`src/rtl/pulse_conditioner.sv`:
```
// Pulse counter front end: synchronise, debounce, pick an edge type and emit
// one-cycle count enables, framed by a window sequencer that clears the counter.
module pulse_conditioner #(
  parameter int SYNC_STAGES = 2,
  parameter int DEB_W       = 4,
  parameter int WIN_W       = 8
) (
  input  logic             clk,
  input  logic             rst_n,
  input  logic             pulse_in,
  input  logic [1:0]       edge_sel,
  input  logic [DEB_W-1:0] deb_len,
  input  logic [WIN_W-1:0] win_len,
  input  logic             start,
  input  logic             stop,
  output logic             count_en,
  output logic             count_clr,
  output logic             win_done,
  output logic             glitch,
  output logic             busy
);

  typedef enum logic [1:0] {
    IDLE  = 2'd0,
    CLEAR = 2'd1,
    ARMED = 2'd2
  } state_t;

  state_t                 state;
  logic [SYNC_STAGES-1:0] sync;
  logic                   s;
  logic                   f;
  logic [DEB_W-1:0]       dcnt;
  logic [WIN_W-1:0]       wcnt;
  logic                   edge_match;

  assign s = sync[SYNC_STAGES-1];

  always_ff @(posedge clk or negedge rst_n) begin
    if (!rst_n) sync <= '0;
    else        sync <= {sync[SYNC_STAGES-2:0], pulse_in};
  end

  // On an update event the new filtered level equals s, so s decides the edge direction.
  always_comb begin
    edge_match = 1'b0;
    case (edge_sel)
      2'b00:   edge_match = s;
      2'b01:   edge_match = !s;
      2'b10:   edge_match = 1'b1;
      default: edge_match = 1'b0;
    endcase
  end

  // >= rather than == so a deb_len lowered below a running count still fires next cycle.
  always_ff @(posedge clk or negedge rst_n) begin
    if (!rst_n) begin
      f        <= 1'b0;
      dcnt     <= '0;
      glitch   <= 1'b0;
      count_en <= 1'b0;
    end else begin
      glitch   <= 1'b0;
      count_en <= 1'b0;
      if (s == f) begin
        dcnt   <= '0;
        glitch <= (dcnt != '0);
      end else if (dcnt >= deb_len) begin
        f        <= s;
        dcnt     <= '0;
        count_en <= (state == ARMED) && edge_match;
      end else begin
        dcnt <= dcnt + 1'b1;
      end
    end
  end

  always_ff @(posedge clk or negedge rst_n) begin
    if (!rst_n) begin
      state     <= IDLE;
      wcnt      <= '0;
      count_clr <= 1'b0;
      win_done  <= 1'b0;
      busy      <= 1'b0;
    end else begin
      count_clr <= 1'b0;
      win_done  <= 1'b0;
      if (stop) begin
        state <= IDLE;
        busy  <= 1'b0;
      end else begin
        case (state)
          IDLE: begin
            if (start) begin
              state     <= CLEAR;
              count_clr <= 1'b1;
              busy      <= 1'b1;
            end
          end
          CLEAR: begin
            state <= ARMED;
            wcnt  <= win_len;
          end
          ARMED: begin
            if (start) begin
              state     <= CLEAR;
              count_clr <= 1'b1;
            end else if (win_len != '0 && wcnt == 1) begin
              state     <= CLEAR;
              count_clr <= 1'b1;
              win_done  <= 1'b1;
            end else if (win_len != '0) begin
              wcnt <= wcnt - 1'b1;
            end
          end
          default: begin
            state <= IDLE;
            busy  <= 1'b0;
          end
        endcase
      end
    end
  end

endmodule

```
`config.mk`:
```
export PLATFORM = sky130hd
export DESIGN_NAME = pulse_conditioner
export DESIGN_NICKNAME = d
export VERILOG_FILES = /design/src/rtl/pulse_conditioner.sv
export SDC_FILE = /design/constraint.sdc
export NUM_CORES = 1
export LEC_CHECK = 0
export BUFFER_PORTS_ARGS = -buffer_cell sky130_fd_sc_hd__buf_2
export CORE_MARGIN = 2
export CORE_UTILIZATION = 45
export CTS_CLUSTER_DIAMETER = 120
export CTS_CLUSTER_SIZE = 12
export DETAILED_ROUTE_END_ITERATION = 10
export PLACE_DENSITY = 0.69
export SLEW_MARGIN = 20
export SYNTH_ARGS = -nofsm -noshare
export SYNTH_HDL_FRONTEND = slang
export SYNTH_SLANG_ARGS = --single-unit
```
`constraint.sdc`:
```
create_clock -name clk -period 1.9 [get_ports clk]
set_input_delay 0.285 -clock clk [delete_from_list [all_inputs] [get_ports clk]]
set_output_delay 0.285 -clock clk [all_outputs]
set_load 0.03 [all_outputs]
```
==> impl_metrics.json, run 1 <==
{
  "vias": 1203,
  "io_pins": 24,
  "worst_pin_slew_ps": 507.2,
  "insertion_delay_ps": 320,
  "r2r_setup_slack_ps": 10,
  "drt-pass1-iter-count": 4,
  "cts_buffer_depth": 2,
  "wl_per_cell_um": 15.25,
  "cts_num_sinks": 22,
  "cp.arrival_ps": 2110,
  "initial_core_util_pct": 46.25,
  "p_leak_nw": 0.8217,
  "fin_nets": 213,
  "grt_overflow": 0,
  "drc_errors": 0,
  "hold_violations": 0,
  "ys_async_sr_fraction_pct": 100.0,
  "p_per_area_mw_per_mm2": 1000,
  "htreeDepth": 1,
  "fin_worst_skew_ps": 9.184,
  "crit_required_ps": 2120,
  "yosys.area.top_type": "dfrtp_1",
  "startpoint_type": "register",
  "worstSetupPathType": "reg2reg",
  "dieArea_mm2": 0.003547,
  "postSynthCellCount": 139,
  "numPortBuffers": 23,
  "drv_cap": 0,
  "drv_slew": 0,
  "syn_nets": 170,
  "grt_pass1_vias": 1210,
  "synth.area.top_cells": "dfrtp_1, ha_1, inv_1",
  "ys_seq_elements": 22,
  "setup_slack_ps": 12.83,
  "dp_slack_ps": -39.30,
  "yosysMostFrequentCell": "dfrtp_1",
  "yosys_warnings": 0,
  "finalSetupViolCount": 0,
  "cp-startpoint": "wcnt[1]",
  "row_count": 20,
  "synth_ff_type": "dfrtp_1",
  "nFillCells": 260,
  "clk_pin_slew_ps": 130,
  "postPlaceCellArea_mm2": 0.001609,
  "reg2reg_to": "state[1]",
  "final_antenna_net_count": 0,
  "cp-end-kind": "register",
  "ir_worst_vdd_v": 0.0005201,
  "fin_crit_ps": 1887,
  "timing.rr.start": "wcnt[1]",
  "drt-total-wl_mm": 3.248,
  "synth_edf_count": 0,
  "r2r_cells": 8,
  "crit_fanout": 5,
  "place.gp.congestion": 0.8560,
  "synthDistinctLibCells": 46,
  "synth_top_area_share_pct": 39.64,
  "grt_usage_pct": 20.05,
  "via_per_inst": 5.648,
  "rsz0062_at_grt": "true",
  "diodes": 0,
  "first_iter_violations": 60,
  "synth.cell_area_mm2": 0.001389,
  "cts_tree": "done",
  "max_freq_mhz": 529.9,
  "area_growth_pct": 25.95,
  "fin_area_mm2": 0.001749,
  "root_buffer": "clkbuf_4",
  "grt_max_degree": 23,
  "synth_area_per_cell_um2": 9.992,
  "slew_headroom_pct": 66.18,
  "die_h_um": 59.56,
  "grt_pass1_wl_mm": 5.306,
  "min_period_over_period_pct": 99.32,
  "outcome": "completed",
  "synth_commonest_cells": "dfrtp_1, inv_1, nor2_1, ha_1, a21oi_1",
  "synth-seq-area-share_pct": 39.64,
  "drive_gt1_share_pct": 38.89,
  "cts_buffers": 3,
  "grt_antenna_before_repair": 0,
  "crit_path_end": "state[1]",
  "die_w_um": 59.56,
  "hp-class": "in2reg",
  "hpwl_mm": 2.281,
  "core_area_mm2": 0.003003
}
[through the flow]
step	std cells	setup TNS, ps	power, mW	hold WS (ps)	utilization, %
CTS	213	0	1.674	61.34	55.92
global route	213	-533.2	1.885	49.94	58.25
floorplan	139	0	1.156	-10.59	-
global placement	205	0	1.353	275.6	53.58
detailed placement	205	-102.5	1.397	283.5	53.58
finish	213	0	1.749	69.89	58.25
[power by group]
part	internal, mW	leakage (nW)	total, mW	switching (mW)
Sequential	0.593	0.277	0.698	0.105
Combinational	0.402	0.531	0.830	0.428
Clock	0.0743	0.0138	0.222	0.147
Total	1.07	0.822	1.75	0.680
[per-layer routing]
layer	global-route usage, %	vias to the layer above	routed length [um]
li1	-	582	-
met1	24.76	576	1445
met2	34.54	38	1580
met3	3.057	7	157
met4	8.571	0	65
met5	0	-	0
[sequential cells by signal, indices dropped and copies added (netlist names)]
signal	flops
sync	2
state	2
dcnt	4
wcnt	8
count_clr	1
count_en	1
busy	1
f	1
glitch	1
win_done	1
[how the worst min path moves through the flow]
stage	from	endpoint	slack, ps	cells after the start
finish	pulse_in	sync[0]	70	1
global route	pulse_in	sync[0]	50	1
CTS	pulse_in	sync[0]	60	1
detailed placement	rst_n	dcnt[1]	280	1
global placement	rst_n	glitch	280	1
floorplan	rst_n	busy	-10	0
[area by class of cell]
type,instances,area (um^2),area share (%)
inverter,15,56.30,3.219
timing repair buffer,42,267.8,15.31
tap,33,41.29,2.361
multi-input combinational,98,810.8,46.35
sequential,22,550.5,31.47
clock buffer,3,22.52,1.288
[worst max-delay path, cell delays in order, from the launching register on]
cell,delay (ps)
dfrtp_1,410
inv_2,80
ha_4,130
or3b_4,380
a211oi_4,340
buf_6,170
o22ai_4,60
mux2i_1,160
nor2_1,60
[what timing repair did]
item | CTS | global route
hold endpoints to repair | 22 | 0
endpoints found under the setup margin | 6 | 10
buffers inserted | 4 | 0
pin swaps | 1 | 14
resized for setup | 2 | 16
hold buffers | 1 | 0
[logic make-up after synthesis]
group,count (synthesis),share of synthesized area (%)
buf+inv,19,7.388
flops,22,39.64
simple gates,40,16.58
compound gates,40,21.53
mux,2,1.532
fa+ha+maj,12,10.81
xor+xnor,4,2.523
[placed cells by master (no fill, tap or decap), types with 4 or more instances in the layout]
cell type,count
buf_2,23
dfrtp_1,22
buf_4,16
inv_1,14
nor2_1,12
ha_1,11
o21ai_0,6
a21oi_1,6
nand2_1,5
nand3_1,4
a21oi_2,4
Power figures use the tool's default switching activity.
==> run 2: changes to the inputs <==
--- a/config.mk
+++ b/config.mk
@@ -7,11 +7,10 @@
 export LEC_CHECK = 0
 export BUFFER_PORTS_ARGS = -buffer_cell sky130_fd_sc_hd__buf_2
 export CORE_MARGIN = 2
-export CORE_UTILIZATION = 45
+export CORE_UTILIZATION = 30
 export CTS_CLUSTER_DIAMETER = 120
 export CTS_CLUSTER_SIZE = 12
 export DETAILED_ROUTE_END_ITERATION = 10
-export PLACE_DENSITY = 0.69
 export SLEW_MARGIN = 20
 export SYNTH_ARGS = -nofsm -noshare
 export SYNTH_HDL_FRONTEND = slang
==> impl_metrics.json, run 2 (synthesis gave the netlist of run 1 again) <==
{
  "p_leak_nw": 0.8427,
  "grt_antenna_before_repair": 0,
  "initial_core_util_pct": 31.46,
  "finalSetupViolCount": 0,
  "power_switching_mw": 0.6464,
  "largest_reg_flops": 8,
  "first_iter_violations": 36,
  "power_frac_comb_pct": 40.5,
  "r2r_setup_slack_ps": 40,
  "hold_violations": 22,
  "p_per_area_mw_per_mm2": 1075,
  "numPortBuffers": 23,
  "final_common_cell": "buf_2",
  "drv_slew": 0,
  "cp.arrival_ps": 2010,
  "htreeDepth": 1,
  "worst_pin_slew_ps": 516.9,
  "max_freq_mhz": 537.1,
  "grt_overflow": 0,
  "cts_num_sinks": 22,
  "startpoint_type": "register",
  "cts_buffers": 3,
  "core_area_mm2": 0.004414,
  "vias": 1174,
  "drt-pass1-iter-count": 4,
  "drv_cap": 0,
  "setup_slack_ps": 38.00,
  "timing.rr.start": "wcnt[1]",
  "drt-total-wl_mm": 2.955,
  "instances_no_fill": 233,
  "via_per_inst": 5.039,
  "place.gp.congestion": 0.8639,
  "finalHoldWorstSlack_ps": -14.23,
  "cts_tree": "done",
  "die_h_um": 72.04,
  "ir_worst_vdd_v": 0.0003892,
  "dieArea_mm2": 0.005190,
  "crit_path_end": "wcnt[4]",
  "drc_errors": 0,
  "rsz0062_at_grt": "true",
  "largest-register": "wcnt",
  "final_cell_mix": "buf_2, dfrtp_1, buf_4, inv_1, nor2_1",
  "pwr-share-clk_pct": 22.9,
  "row_count": 24,
  "outcome": "finished, violations left",
  "die_w_um": 72.04,
  "violations": "negative hold slack",
  "reg2reg_to": "wcnt[4]",
  "grt_max_degree": 23,
  "hpwl_mm": 2.244,
  "insertion_delay_ps": 260,
  "r2r_cells": 6,
  "min_period_over_period_pct": 98.00,
  "slew_headroom_pct": 65.54,
  "root_buffer": "clkbuf_8",
  "grt_pass1_vias": 1149,
  "cts_hold_buf": 0,
  "cp-startpoint": "wcnt[1]",
  "worstSetupPathType": "reg2reg",
  "wl_per_cell_um": 12.68,
  "area_growth_pct": 28.38,
  "io_pins": 24,
  "cts_buffer_depth": 2,
  "final_antenna_net_count": 0,
  "fin_crit_ps": 1862,
  "fin_worst_skew_ps": 7.659,
  "dp_cells": 227,
  "drive_gt1_share_pct": 38.12,
  "clk_pin_slew_ps": 90,
  "internal_power_mw": 1.269,
  "nFillCells": 427,
  "crit_required_ps": 2050,
  "hp-class": "in2async",
  "cp-end-kind": "register",
  "diodes": 0,
  "fin_nets": 213,
  "grt_usage_pct": 11.90,
  "swShare_pct": 33.74,
  "dp_slack_ps": 7.634,
  "grt_pass1_wl_mm": 4.878,
  "crit_fanout": 4,
  "p_seq_share_pct": 36.6,
  "reg_top3": "wcnt (8), dcnt (4)"
}
==> run 2: timing repair <==
item                                    CTS  global route
pin swaps                                 1             8
gates resized for setup                   1            10
endpoints found under the setup margin    3             8
buffers inserted                          0             2
==> run 2: power groups by stage <==
stage	clock network [mW]	registers, mW	logic (mW)
after floorplan	0	0.724	0.433
after global placement	0	0.700	0.709
after detailed placement	0	0.699	0.721
after CTS	0.451	0.691	0.730
after global routing	0.477	0.716	0.862
final	0.439	0.702	0.775
==> run 2: per-stage QoR <==
stage / total power [mW] / util (%) / cell area (um^2) / TNS [ps]
3_5_place_dp: 1.420 / 37.50 / 1655 / 0
5_1_grt: 2.054 / 40.39 / 1783 / -21.04
2_1_floorplan: 1.156 / - / 1394 / 0
4_1_cts: 1.872 / 39.23 / 1732 / 0
6_report: 1.916 / 40.39 / 1783 / 0
3_3_place_gp: 1.410 / 37.50 / 1655 / 0
==> run 2: layout make-up <==
cell class	instances	area, um^2	share of cell area [%]
clock buffer	3	41.29	2.316
clock inverter	1	30.03	1.684
inverter	15	56.30	3.158
multi-input combinational	98	778.2	43.65
sequential	22	550.5	30.88
tap	52	65.06	3.649
timing repair buffer	42	261.5	14.67
==> run 2: metal layers <==
layer,global-route usage (%),share of wire [%],vias to the layer above,routed length (um)
li1,-,-,584,-
met1,15.82,49,564,1437
met2,19.44,47,24,1376
met3,3.056,3.9,2,115
met4,2.935,0.85,0,25
met5,0,0,-,0
==> run 2: worst min-delay path by stage <==
stage | end | slack (ps) | cells past startpoint
3_5_place_dp | dcnt[3] | 290 | 1
5_1_grt | dcnt[1] | 10 | 1
4_1_cts | state[1] | 0.08 | 1
6_report | wcnt[2] | -10 | 1
2_1_floorplan | busy | -10 | 0
3_3_place_gp | glitch | 290 | 1
==> run 2: critical path, cell delays in order (launching register included) <==
cell and delay, ps:
dfrtp_1 400, inv_2 80, ha_4 120, or3b_4 380
a211oi_4 310, a21oi_2 150, a221o_1 300
==> run 3: changes to the inputs <==
--- a/config.mk
+++ b/config.mk
@@ -11,6 +11,7 @@
 export CTS_CLUSTER_DIAMETER = 120
 export CTS_CLUSTER_SIZE = 12
 export DETAILED_ROUTE_END_ITERATION = 10
+export GPL_TIMING_DRIVEN = 0
 export SLEW_MARGIN = 20
 export SYNTH_ARGS = -nofsm -noshare
 export SYNTH_HDL_FRONTEND = slang
==> impl_metrics.json, run 3 (synthesis gave the netlist of run 1 again) <==
{
  "dieArea_mm2": 0.005190,
  "dp_slack_ps": -232.4,
  "drive_gt1_share_pct": 42.08,
  "finalHoldWorstSlack_ps": 107.9,
  "p_per_area_mw_per_mm2": 1056,
  "setup_slack_ps": -67.27,
  "reg_top3": "wcnt (8), dcnt (4)",
  "violations": "negative setup slack",
  "cts_buffer_depth": 2,
  "hpwl_mm": 2.104,
  "grt_max_degree": 23,
  "htreeDepth": 1,
  "drt-total-wl_mm": 3.148,
  "slew_headroom_pct": 66.37,
  "dp_cells": 214,
  "design_power_total_mw": 1.967,
  "core_area_mm2": 0.004414,
  "cp-end-kind": "register",
  "hold_violations": 0,
  "instances_no_fill": 235,
  "grt_usage_pct": 12.10,
  "drt-pass1-iter-count": 4,
  "crit_fanout": 4,
  "drv_cap": 0,
  "fin_nets": 215,
  "finalSetupViolCount": 4,
  "crit_required_ps": 2060,
  "initial_core_util_pct": 31.46,
  "area_growth_pct": 34.14,
  "diodes": 0,
  "cts_buffers": 3,
  "drc_errors": 0,
  "wl_per_cell_um": 13.40,
  "clk_pin_slew_ps": 90,
  "final_cell_mix": "buf_2, dfrtp_1, buf_4, inv_1, nor2_1",
  "fin_worst_skew_ps": 7.765,
  "startpoint_type": "register",
  "grt_antenna_before_repair": 0,
  "worstSetupPathType": "reg2reg",
  "outcome": "finished, violations left",
  "grt_overflow": 0,
  "row_count": 24,
  "cp.arrival_ps": 2130,
  "place.gp.congestion": 0.8491,
  "nFillCells": 413,
  "io_pins": 24,
  "max_freq_mhz": 508.3,
  "rsz0062_at_grt": "true",
  "vias": 1214,
  "worst_pin_slew_ps": 504.4,
  "largest-register": "wcnt",
  "root_buffer": "clkbuf_8",
  "fin_crit_ps": 1967,
  "insertion_delay_ps": 280,
  "largest_reg_flops": 8,
  "p_leak_nw": 0.8694,
  "die_h_um": 72.04,
  "cts_num_sinks": 22,
  "first_iter_violations": 47,
  "die_w_um": 72.04,
  "drv_slew": 0,
  "final_antenna_net_count": 0,
  "ir_worst_vdd_v": 0.0006490,
  "grt_pass1_wl_mm": 4.899,
  "numPortBuffers": 23,
  "final_util_pct": 42.21,
  "final_common_cell": "buf_2",
  "cts_tree": "done",
  "via_per_inst": 5.166,
  "hp-class": "in2reg",
  "min_period_over_period_pct": 103.5,
  "grt_pass1_vias": 1059
}
run 3: repair_timing:
action,CTS,global route
buffers inserted,11,6
hold endpoints to repair,22,0
setup endpoints to repair,10,10
pin swaps,5,11
resized for setup,4,18
hold buffers,1,0
cloned,0,0
run 3: worst max-delay path, stage by stage, from the launching register on:
cell and delay [ps]:
dfrtp_1 420, ha_4 180, or3b_4 240, a211oi_4 50, buf_4 160, or2b_4 250, o311a_4 300, a221o_1 250
run 3: per-layer routing:
layer / GRT usage, % / wire [um] / vias up
li1: - / - / 586
met1: 16.58 / 1455 / 584
met2: 19.24 / 1501 / 35
met3: 3.333 / 153 / 9
met4: 2.516 / 38 / 0
met5: 0 / 0 / -
run 3: area by class of cell:
cell class	count	area [um^2]	area share, %
Multi-Input combinational cell	98	817.0	43.85
Sequential cell	22	550.5	29.55
Timing Repair Buffer	40	252.7	13.57
Tap cell	52	65.06	3.492
Inverter	15	60.06	3.224
Buffer	4	46.29	2.485
Clock buffer	3	41.29	2.216
Clock inverter	1	30.03	1.612
run 3: power breakdown:
part / internal (mW) / switching, mW / leakage [nW]
Clock: 0.282 / 0.178 / 0.0357
Combinational: 0.404 / 0.395 / 0.557
Sequential: 0.593 / 0.116 / 0.277
run 3: through the flow:
| stage | setup TNS, ps | instance area (um^2) |
|---|---|---|
| 4_1_cts | 0 | 1740 |
| 3_3_place_gp | -1068 | 1574 |
| 3_5_place_dp | -1126 | 1574 |
| 2_1_floorplan | 0 | 1394 |
| 5_1_grt | -452.8 | 1863 |
| 6_report | -154.6 | 1863 |
run 3: final timing paths:
kind                       cells past startpoint       to  slack [ps]  startpoint
setup reg to reg                               7  wcnt[4]         -70     wcnt[0]
setup / recovery                               7  wcnt[4]         -70     wcnt[0]
min in group asynchronous                      2  sync[0]         500       rst_n
max in group asynchronous                      2     busy        1050       rst_n
hold reg to reg                                0  sync[1]         360     sync[0]
hold / removal                                 1  sync[0]         110    pulse_in
